**config.mk**
```make
export PLATFORM = sky130hd
export DESIGN_NAME = opc5ls_mem_arbiter
export DESIGN_NICKNAME = d
export VERILOG_FILES = /design/src/rtl/opc5ls_bus_pkg.sv /design/src/rtl/opc5ls_mem_arbiter.sv
export SDC_FILE = /design/constraint.sdc
export NUM_CORES = 1
export LEC_CHECK = 0
export BUFFER_PORTS_ARGS = -buffer_cell sky130_fd_sc_hd__buf_2
export CAP_MARGIN = 15
export CORE_MARGIN = 2
export CORE_UTILIZATION = 26
export DETAILED_ROUTE_END_ITERATION = 8
export PLACE_DENSITY = 0.87
export SYNTH_ARGS = -nofsm -noshare
export SYNTH_HDL_FRONTEND = slang
export SYNTH_SLANG_ARGS = --single-unit
```
**constraint.sdc**
```tcl
create_clock -name clk -period 1.8 [get_ports clk]
set_clock_uncertainty 0.15 [all_clocks]
set_input_delay 0.36 -clock clk [delete_from_list [all_inputs] [get_ports clk]]
set_output_delay 0.36 -clock clk [all_outputs]
set_load 0.01 [all_outputs]
```
**src/rtl/opc5ls_bus_pkg.sv**
```systemverilog
// opc5ls_bus_pkg: bus owner and arbiter state encodings shared by the opc5ls memory arbiter
package opc5ls_bus_pkg;
  typedef enum logic {OWN_CPU, OWN_DMA} owner_t;
  typedef enum logic {ARB, WAIT} arb_state_t;
endpackage

```
**src/rtl/opc5ls_mem_arbiter.sv**
```systemverilog
// opc5ls_mem_arbiter: shares one async-read/sync-write memory port between the opc5ls CPU and a DMA master
//   cpu_*   : CPU bus pins; cpu_clken stalls the CPU while DMA owns the bus or wait states elapse
//   dma_*   : DMA master, dma_req held until the one-cycle dma_ack pulse
//   mem_*   : system RAM port, mem_we sampled at clk rise, mem_rdata combinational
//   reset_b : asynchronous active-low reset
module opc5ls_mem_arbiter
  import opc5ls_bus_pkg::*;
#(
  parameter int WAIT_STATES = 0,
  parameter int MAX_BURST   = 4,
  parameter int ADDR_W      = 16,
  parameter int DATA_W      = 16
) (
  input  logic              clk,
  input  logic              reset_b,
  input  logic [ADDR_W-1:0] cpu_address,
  input  logic [DATA_W-1:0] cpu_dout,
  input  logic              cpu_rnw,
  input  logic              cpu_vpa,
  input  logic              cpu_vda,
  output logic [DATA_W-1:0] cpu_din,
  output logic              cpu_clken,
  input  logic              dma_req,
  input  logic [ADDR_W-1:0] dma_addr,
  input  logic [DATA_W-1:0] dma_wdata,
  input  logic              dma_rnw,
  output logic              dma_ack,
  output logic [DATA_W-1:0] dma_rdata,
  output logic [ADDR_W-1:0] mem_addr,
  output logic [DATA_W-1:0] mem_wdata,
  output logic              mem_we,
  input  logic [DATA_W-1:0] mem_rdata
);
  localparam int BW = $clog2(MAX_BURST + 1);
  arb_state_t state;
  owner_t owner_q, arb_own, own;
  logic [BW-1:0] burst_cnt;
  logic cpu_req, any_req, in_arb, fin, last, clr;
  assign cpu_req = cpu_vpa | cpu_vda;
  assign cpu_din = mem_rdata;
  assign dma_rdata = mem_rdata;
  always_comb begin
    any_req = cpu_req | dma_req;
    // a saturated burst counter forces one CPU slot so DMA cannot starve the CPU
    arb_own = (burst_cnt == BW'(MAX_BURST) && cpu_req) ? OWN_CPU : dma_req ? OWN_DMA : OWN_CPU;
    in_arb = state == ARB;
    own = in_arb ? arb_own : owner_q;
    fin = in_arb ? (any_req && (WAIT_STATES == 0)) : last;
    clr = (in_arb && !any_req) || (fin && own == OWN_CPU);
    cpu_clken = reset_b && clr;
    dma_ack = reset_b && fin && own == OWN_DMA;
    mem_we = reset_b && fin && (own == OWN_DMA ? !dma_rnw : !cpu_rnw);
    mem_addr = own == OWN_DMA ? dma_addr : cpu_address;
    mem_wdata = own == OWN_DMA ? dma_wdata : cpu_dout;
  end
  always_ff @(posedge clk or negedge reset_b)
    if (!reset_b) burst_cnt <= '0;
    else if (clr) burst_cnt <= '0;
    else if (fin && burst_cnt != BW'(MAX_BURST)) burst_cnt <= burst_cnt + 1'b1;
  if (WAIT_STATES == 0) begin : g_nowait
    assign state = ARB;
    assign owner_q = OWN_CPU;
    assign last = 1'b0;
  end else begin : g_wait
    localparam int WW = $clog2(WAIT_STATES + 1);
    arb_state_t state_d;
    logic [WW-1:0] wcnt;
    always_comb begin
      state_d = state;
      if (in_arb && any_req) state_d = WAIT;
      else if (last) state_d = ARB;
    end
    always_ff @(posedge clk or negedge reset_b)
      if (!reset_b) begin
        state <= ARB;
        owner_q <= OWN_CPU;
        wcnt <= '0;
      end else begin
        state <= state_d;
        if (in_arb && any_req) begin
          owner_q <= arb_own;
          wcnt <= WW'(1);
        end else if (!in_arb) wcnt <= wcnt + 1'b1;
      end
    assign last = !in_arb && wcnt == WW'(WAIT_STATES);
  end
endmodule
```
== Yosys cells after proc, flatten, opt, wreduce, memory -nomap -nowiden ==
Index checks and enable logic that the tools add are counted.

* Add/subtract/negate cells: 1
* Multiplexer cells: 7
* Bitwise gates (word level): 3
* Reduce and logical (&&, ||, !) cells: 12
* Equal/unequal tests: 2

{| class="wikitable"
|+ Operator list
! kind !! number
|-
| 2-to-1 mux 16 bit || 2
|-
| logical AND 1 bit || 7
|-
| 2-to-1 mux 3 bit || 2
|-
| adder 3 x 1 -> 3 bit (second input constant) || 1
|-
| == test 3 bit (second input constant) || 1
|-
| logical NOT 1 bit || 3
|-
| 2-to-1 mux 1 bit || 3
|-
| != test 3 bit (second input constant) || 1
|-
| OR 1 bit || 2
|-
| nonzero test 2 bit || 1
|-
| logical OR 1 bit || 1
|-
| NOT 1 bit || 1
|}

* Register bits after elaboration: 3
* Output and inout bits: 67
* Bits of input ports: 87

== Depth between registers and ports, before layout ==
* Depth in word-level cells: 7
* Gate-level depth with buffers: 6
* Depth with buffers taken out: 5

== Worst setup path after synthesis ==
OpenSTA, ideal clock, no wires.

* Path kind: flip-flop to output port
* From: register burst_cnt[0]
* To: output port mem_addr[11]
* Path slack: -0.142 ns
* Cell stages (with the launch flop): 7
* Required time: 1.290 ns
* Arrival time: 1.432 ns
* Path through: dfrtp_1 -> inv_1 -> ha_1 -> o211ai_2 -> nand2_4 -> buf_6 -> mux2_4

* Longest elaborated chain between the ends: 4

{| class="wikitable"
|+ RTL lines
! element !! RTL line !! text
|-
| from (decl) || opc5ls_mem_arbiter.sv:37 || <nowiki>logic [BW-1:0] burst_cnt;</nowiki>
|-
| from (signal assigned) || opc5ls_mem_arbiter.sv:59 || <nowiki>else if (fin && burst_cnt != BW'(MAX_BURST)) burst_cnt <= burst_cnt + 1'b1;</nowiki>
|-
| == test 3 bit || opc5ls_mem_arbiter.sv:45 || <nowiki>arb_own = (burst_cnt == BW'(MAX_BURST) && cpu_req) ? OWN_CPU : dma_req ? OWN_DMA : OWN_CPU;</nowiki>
|-
| logical AND 1 bit || opc5ls_mem_arbiter.sv:45 ||
|-
| 2-to-1 mux 1 bit || opc5ls_mem_arbiter.sv:45 ||
|-
| 2-to-1 mux 16 bit || opc5ls_mem_arbiter.sv:53 || <nowiki>mem_addr = own == OWN_DMA ? dma_addr : cpu_address;</nowiki>
|-
| to (decl) || opc5ls_mem_arbiter.sv:29 || <nowiki>output logic [ADDR_W-1:0] mem_addr,</nowiki>
|}

Every way passes these cells.

== Worst setup path in the final report ==
* From: register burst_cnt[0]
* To: output port mem_wdata[1]

* Longest elaborated chain between the ends: 4

{| class="wikitable"
|+ RTL lines
! element !! RTL line !! text
|-
| == test 3 bit || opc5ls_mem_arbiter.sv:45 ||
|-
| logical AND 1 bit || opc5ls_mem_arbiter.sv:45 ||
|-
| 2-to-1 mux 1 bit || opc5ls_mem_arbiter.sv:45 ||
|-
| 2-to-1 mux 16 bit || opc5ls_mem_arbiter.sv:54 || <nowiki>mem_wdata = own == OWN_DMA ? dma_wdata : cpu_dout;</nowiki>
|-
| to (decl) || opc5ls_mem_arbiter.sv:30 || <nowiki>output logic [DATA_W-1:0] mem_wdata,</nowiki>
|}

Every way passes these cells.

==> results_dict.tcl <==
set metrics [dict create \
    maxSlewHeadroom 0.881 \
    power_leakage_nw 0.945 \
    synth_nets 182 \
    synth_most_common_cell "buf_4" \
    avgSynthCellArea_sq_um 10.3 \
    yosysSeqAreaShare 0.0785 \
    critPathCaptureType "output pin" \
    ctsRootBufferMaster "clkbuf_8" \
    clockBufferDepth 2 \
    wl_per_cell_um 12.0 \
    whs_path_depth 2 \
    die_h_um 64.6 \
    synth_edf_count 0 \
    status "complete, but fails checks" \
    drtIter0Drc 15 \
    yosys_warnings 0 \
    dr.pass1.iters 4 \
    start_util 0.265 \
    clk_pin_slew_ns 0.03 \
    max_cap_violations 0 \
    crit_required_ns 1.29 \
    finalSetupViolations 35 \
    synth_common_cells "buf_4, mux2_4, mux2_2, nor2_1" \
    syn_to_final_growth_pct 75.3 \
    dp_cells 220 \
    timing.rr.start "burst_cnt[1]" \
    io_pins 154 \
    fin_crit_sh 1.18 \
    antenna_found_initial 0 \
    postRouteAntennaNets 0 \
    worst_slack_ns -0.324 \
    grt_pass1_wl_um 3930 \
    nets 270 \
    yosysTopAreaCellShare 0.424 \
    ff2ff_path_depth 6 \
    vias 984 \
    synthDistinctLibCells 18 \
    synth-seq-cells 3 \
    p_total_w 0.000824 \
    track_usage 0.115 \
    rsz0062_at_grt "yes" \
    htreeDepth 1 \
    vias_per_cell 4.32 \
    netlist_top_cells_area "mux2_4, buf_4, dfrtp_1" \
    drcViolationCount 0 \
    fp.dieW_um 64.6 \
    synth_top_area_cell "mux2_4" \
    crit_fanout 18 \
    reg_top3 "burst_cnt x3" \
    maxSlewViolCount 0 \
    synthFlopType "dfrtp_1" \
    grt_start_max_net_pins 19 \
    cts_tree "done" \
    numClockSinks 3 \
    rows 22 \
    hold_viol_final 0 \
    cts_buffers 3 \
    dp_hpwl_um 2040 \
    post-route-min-period_ns 2.12 \
    totalWireLength_um 2730 \
    gp_congestion 0.732 \
    place_ws_ns -0.128 \
    holdPathEnd "burst_cnt[1]" \
    hold_path_class "input pin to flop" \
    critPathKind "flop to output pin" \
    critPathArrivalTime_ns 1.61 \
    fp.dieArea_sq_mm 0.00418 \
    largest_reg_flops 3 \
    core_sq_mm 0.00361 \
    r2r_slack_ns 0.40 \
    worstMarginPinSlew_ns 0.177 \
    synthCells 93 \
    ir_drop_mv 0.696 \
    violations "negative setup slack" \
    netlist_area_sq_um 956 \
    overflow 0 \
    min-delay-start "dma_req" \
    portBuffers 105 \
    reg2reg_to "burst_cnt[2]" \
    regMostFlops "burst_cnt" \
    worst_setup_path_start_kind "flop" \
    p_per_area_mw_per_mm2 492 \
    fmax_mhz 471 \
    drive_gt1_frac 0.878 \
    clk_latency_ns 0.22 \
    grt_pass1_vias 964 \
    ys_async_sr_fraction 1.00 \
    final_cell_count_no_fill 228 \
    n_antenna_cell 0 \
]
## critical path, cell delays in order (launching register included)
cell      delay, ns
dfrtp_1        0.39
inv_2          0.07
ha_4           0.14
o211ai_4       0.08
nand2_4        0.09
buf_12         0.18
mux2_4         0.32
buf_6          0.12
## layer usage
layer	part of all wire	vias up	GRT usage
li1	-	462	-
met1	0.32	447	0.103
met2	0.56	64	0.241
met3	0.10	11	0.0295
met4	0.020	0	0.0399
met5	0	-	0
## how the worst max path moves through the flow
stage                         endpoint  slack (ns)  cells past startpoint          from
after floorplan           mem_addr[11]      -0.009                      6  burst_cnt[1]
after global placement     mem_addr[7]       -0.11                      6       cpu_vda
after detailed placement   mem_addr[7]       -0.13                      6       cpu_vda
after CTS                       mem_we       -0.35                      7  burst_cnt[0]
after global routing           dma_ack       -0.37                      9  burst_cnt[0]
final                     mem_wdata[1]       -0.32                      7  burst_cnt[0]
## placed cells by master (no fill, tap or decap), drive strengths merged, types with 2 or more instances in the layout
cell,Yosys,final
buf,35,117
mux2,32,32
nor2,4,4
clkbuf,0,4
dfrtp,3,3
inv,3,3
a21oi,3,3
nand2,3,3
o21ai,2,2
ha,2,2
## through the flow
step	utilization	cell area [sq um]	hold slack, ns	TNS, ns
3_5_place_dp	0.383	1380	0.0185	-3.52
2_1_floorplan	-	988	-0.0856	-0.178
3_3_place_gp	0.383	1380	0.0149	-3.05
6_report	0.465	1680	0.308	-10.61
5_1_grt	0.465	1680	0.325	-12.16
4_1_cts	0.452	1630	0.308	-10.75
## cells by family after synthesis
| kind of cell | count (synthesis) | share of synthesized area |
|---|---|---|
| buffers and inverters | 38 | 0.298 |
| muxes | 32 | 0.483 |
| and+or+nand+nor | 9 | 0.0471 |
| AOI/OAI and AO/OA | 8 | 0.0576 |
| DFF | 3 | 0.0785 |
| adders and majority gates | 2 | 0.0262 |
| xor gates and xnor gates | 1 | 0.00916 |
## report_power, final
group | switching (W) | total, W | internal (W)
Clock | 0.0000502 | 0.000202 | 0.000152
Combinational | 0.000194 | 0.000535 | 0.000341
Sequential | 0.00000888 | 0.0000875 | 0.0000786
## what timing repair did
action | CTS | global route
setup buffers | 2 | 1
pin swaps | 0 | 1
hold buffers | 1 | 0
gates cloned | 0 | 0
endpoints found under the setup margin | 35 | 35
resized for setup | 29 | 8
endpoints found under the hold margin | 3 | 0
## cell type report
cell class | count | area (sq um)
fill | 352 | 1930
timing repair buffer | 118 | 845
multi-input combinational | 52 | 639
sequential | 3 | 75.1
tap | 48 | 60.1
clock buffer | 4 | 45.0
inverter | 3 | 11.3
Note: power is estimated with default switching activity, not from simulation.
